===== config.mk =====
export PLATFORM = sky130hd
export DESIGN_NAME = sobol_rng_multidim
export DESIGN_NICKNAME = d
export VERILOG_FILES = /design/src/rtl/sobol_rng_multidim.sv
export SDC_FILE = /design/constraint.sdc
export NUM_CORES = 1
export LEC_CHECK = 0
export ABC_CLOCK_PERIOD_IN_PS = 2680
export BUFFER_PORTS_ARGS = -buffer_cell sky130_fd_sc_hd__clkbuf_2
export CORE_AREA = 2 2 143 145
export CTS_CLUSTER_DIAMETER = 200
export CTS_CLUSTER_SIZE = 30
export DETAILED_ROUTE_END_ITERATION = 10
export DIE_AREA = 0 0 145 147
export SLEW_MARGIN = 5
export SYNTH_ARGS = -nofsm -noshare
export SYNTH_HDL_FRONTEND = slang
export SYNTH_SLANG_ARGS = --single-unit

===== constraint.sdc =====
create_clock -name clk -period 2.68 [get_ports clk]
set_input_delay 0.804 -clock clk [delete_from_list [all_inputs] [get_ports clk]]
set_output_delay 0.804 -clock clk [all_outputs]
set_load 0.005 [all_outputs]

===== src/rtl/sobol_rng_multidim.sv =====
// rtl/sobol_rng_multidim.sv - multi-dimension Sobol sequence generator with loadable direction vectors
module sobol_rng_multidim #(
    parameter int WIDTH = 8,
    parameter int DIM   = 2
) (
    input  logic                          clk,
    input  logic                          rst,
    input  logic                          enable,
    input  logic                          restart,
    input  logic                          dv_we,
    input  logic [((DIM > 1) ? $clog2(DIM) : 1)-1:0] dv_dim,
    input  logic [$clog2(WIDTH)-1:0]      dv_idx,
    input  logic [WIDTH-1:0]              dv_data,
    output logic [DIM*WIDTH-1:0]          seq,
    output logic [WIDTH-1:0]              idx,
    output logic                          wrap
);
    localparam int DW = (DIM > 1) ? $clog2(DIM) : 1;
    localparam int IW = $clog2(WIDTH);

    logic [WIDTH-1:0] n;
    logic [WIDTH-1:0] x [DIM];
    logic [WIDTH-1:0] v [DIM][WIDTH];
    logic [IW-1:0]    c;

    // Lowest zero bit of n; an all-ones counter selects the top vector so x closes to 0 on wrap.
    always_comb begin
        c = IW'(WIDTH - 1);
        for (int k = WIDTH - 1; k >= 0; k--) begin
            if (!n[k]) begin
                c = IW'(k);
            end
        end
    end

    // Out-of-range dv_dim/dv_idx simply match no table entry, so they are dropped.
    always_ff @(posedge clk) begin
        for (int d = 0; d < DIM; d++) begin
            for (int k = 0; k < WIDTH; k++) begin
                if (rst) begin
                    v[d][k] <= WIDTH'(1) << (WIDTH - 1 - k);
                end else if (dv_we && dv_dim == DW'(d) && dv_idx == IW'(k)) begin
                    v[d][k] <= dv_data;
                end
            end
        end
    end

    always_ff @(posedge clk) begin
        if (rst || restart) begin
            n    <= '0;
            wrap <= 1'b0;
            for (int d = 0; d < DIM; d++) begin
                x[d] <= '0;
            end
        end else if (enable) begin
            n    <= n + 1'b1;
            wrap <= &n;
            for (int d = 0; d < DIM; d++) begin
                x[d] <= x[d] ^ v[d][c];
            end
        end else begin
            wrap <= 1'b0;
        end
    end

    always_comb begin
        seq = '0;
        for (int d = 0; d < DIM; d++) begin
            seq[d*WIDTH +: WIDTH] = x[d];
        end
    end

    assign idx = n;

endmodule


==> impl_results.md <==
* Status: finished, final reports clean
* # clock sinks at 153
* Fin crit period at 2320 ps
* Row cnt at 52
* Die H at between 100 and 150 µm
* Mean Syn Cell Area at 11.4 µm²
* H-tree levels at 4
* Post-route ant nets at 0
* Slew Limit Fails at 0
* Startpoint types: flip-flop
* Area delta synth->final at 14.2%
* Crit. Startpoint: idx[3]
* Post-synth ARST share at 0%
* Top layer in use: met4
* #FFs+latches synth at 153
* Ys Warns at 0
* Core Footprint at 0.0198 mm²
* Worst min path class: reg -> reg
* CTS Buf Count at 17
* Top FF cell, synth: edfxtp_1
* Hold path startpoint: idx[7]
* First-pass GRT wire length at 32,900 µm
* Total gr overflow at 0
* Starting Density at 39.1%
* Initial antenna violation count at 0
* # port buffers at 41
* Cell taking the most area after synthesis: edfxtp_1
* WL met3 at 1950 µm
* Layout cells sized above 1 at between 10% and 20%
* R2R depth at 7
* Max-Cap Viols at 0
* Final Setup Violations at 0
* Crit path buf inv count at 1
* Initial drt markers at approximately 740
* Rel. slew slack at 45.0%
* R2R Setup Slk at 360 ps
* RSZ-0062 raised after global routing: false
* Crit path max-delay family: compound AO/OA/AOI/OAI gates
* DR vias/cell at between 5 and 6
* Worst skew pair latency at 430 ps
* Crit path cell chain: and3b_1 > buf_12 > o31ai_1 > a31oi_1 > o311ai_1 > a21o_1 > a21oi_1
* Critical Path Fanout Max at 32
* Crit path DAT at 2570 ps
* Clk root buf: clkbuf_16
* Final worst-path cycle share at 86.5%
* Most common cell in the netlist: edfxtp_1
* Kind of critical path: reg -> reg
* Wl on met1 at 9530 µm
* Total track usage at 20.3%
* Post-synth EDFFs at 144
* Vias in the first global route at 5,540
* Share of the synthesized area in the top cell type at approximately 56%
* Peak VDD IR at 0.386 mV
* Synth top area cells: edfxtp_1 (56%), and2_1 (9.2%), o311ai_1 (3.6%)
* Deepest clock path buffer count at 2
* Post-CTS setup buffer count at 0
* Setup crit end kind: flip-flop
* Largest net degree at the start of global routing at 65
* Die W at 145 µm
* Highest clock rate at about 430 MHz
* CTS tree: done
* Cells after synthesis at ~680
* Reg clk slew, reported paths at 60 ps
* Static leakage at 0.00313 µW
* Final antenna diode count at 0
* WL/cell at 21.4 µm
* Most frequent cells after synthesis: edfxtp_1 (144), and2_1 (114), inv_1 (36), nand4_1 (34)
* Post-synth cell types at 39
* Cells on Worst Hold Path at 2
* Final #Nets at 723
* HPWL Detailed at 13,600 µm
* Hold_buf cts at 0
* Number of remaining DRC errors at 0
* Synth Cell Area at 0.00775 mm²
* WP data required at 2930 ps
* Total vias in the final route at about 5,800
* FF-to-FF Start: idx[3]
* Total power divided by cell area at 639 mW/mm²
* Slew @ Worst Pin at 824 ps
* Die ar. at 0.0213 mm²
* Final WL at 21,100 µm
* Max stage delay on crit path at 610 ps
* Syn Nets at approximately 700
* Worst-path cell with the longest stage delay: dfxtp_1
* Gpl congestion at 0.762
* WL met2 at ~9400 µm
* Drt pass-1 iters at 6
* Levels on crit path at 7
* Clock skew at 11.1 ps
* Hold Fails Final Rpt at 0
* # IOs at 42
* Seq/Total Area, Yosys at 58.1%
* Core Util, Final at 44.6%
* CTS resizes at 0
* TNS Setup at 0 ps
## path summary, 6_finish.rpt
path	end
hold / removal	wrap
hold reg to reg	wrap
setup / recovery	x[0][0]
setup reg to reg	x[0][0]
## report_power, final
part / leakage (µW) / switching [µW] / internal, µW
clock: 0.000292 / 947 / 1550
combinational: 0.00135 / 224 / 121
sequential: 0.00149 / 54.8 / 2750
total: 0.00313 / 1230 / 4420
## cell usage in the layout (no fill, tap or decap), types with 21 or more instances in the layout
master / n
a31oi_1: 32
and2_1: 114
buf_4: 21
clkbuf_2: 41
edfxtp_1: 144
inv_1: 36
nand3_1: 23
nand4_1: 34
nor2_1: 26
o211ai_1: 32
o311ai_1: 32
o31ai_1: 32
## flip-flops by register name, indices dropped and copies added (netlist names)
| register | count |
|---|---|
| v | 128 |
| x | 16 |
| idx | 8 |
| wrap | 1 |
## layout make-up
| class | instances | area [µm²] |
|---|---|---|
| tap | 270 | 338 |
| clock inverter | 12 | 175 |
| sequential | 153 | 4500 |
| clock buffer | 20 | 437 |
| inverter | 36 | 135 |
| fill | 1837 | 11000 |
| multi-input combinational | 431 | 2820 |
| timing repair buffer | 66 | 443 |
## stage by stage
stage | worst slack [ps] | hold WS, ps | std cells | cell area [µm²] | total power (µW)
finish | 363 | 507 | 988 | 8850 | 5650
global route | 247 | 531 | 988 | 8850 | 5820
CTS | 433 | 500 | 988 | 8850 | 5670
detailed placement | 371 | 491 | 956 | 8240 | 3200
global placement | 381 | 474 | 956 | 8240 | 3180
floorplan | 564 | 468 | 679 | 7750 | 3040
## metal layers
layer | vias up | global-route usage [%]
met4 | 0 | 5.45
li1 | 2627 | -
met2 | 272 | 30.0
met1 | 2849 | 29.8
met3 | 19 | 5.03
met5 | - | 0
## worst register-to-register path, stage by stage, from the launching register on
cell      delay (ps)
dfxtp_1          610
and3b_1          290
buf_12           210
o31ai_1          150
a31oi_1          330
o311ai_1         210
a21o_1           220
a21oi_1          140
## cell families (layout without fill, tap and decap cells)
family / count (synthesis) / count (layout) / synth area share [%]
simple gates: 241 / 241 / 18.0
compound gates: 182 / 182 / 17.2
flops: 153 / 153 / 58.1
buf+inv: 95 / 134 / 5.63
xor+xnor: 6 / 6 / 0.678
fa+ha+maj: 1 / 1 / 0.161
mux: 1 / 1 / 0.129
No activity file was read; power rests on OpenSTA's default activity.
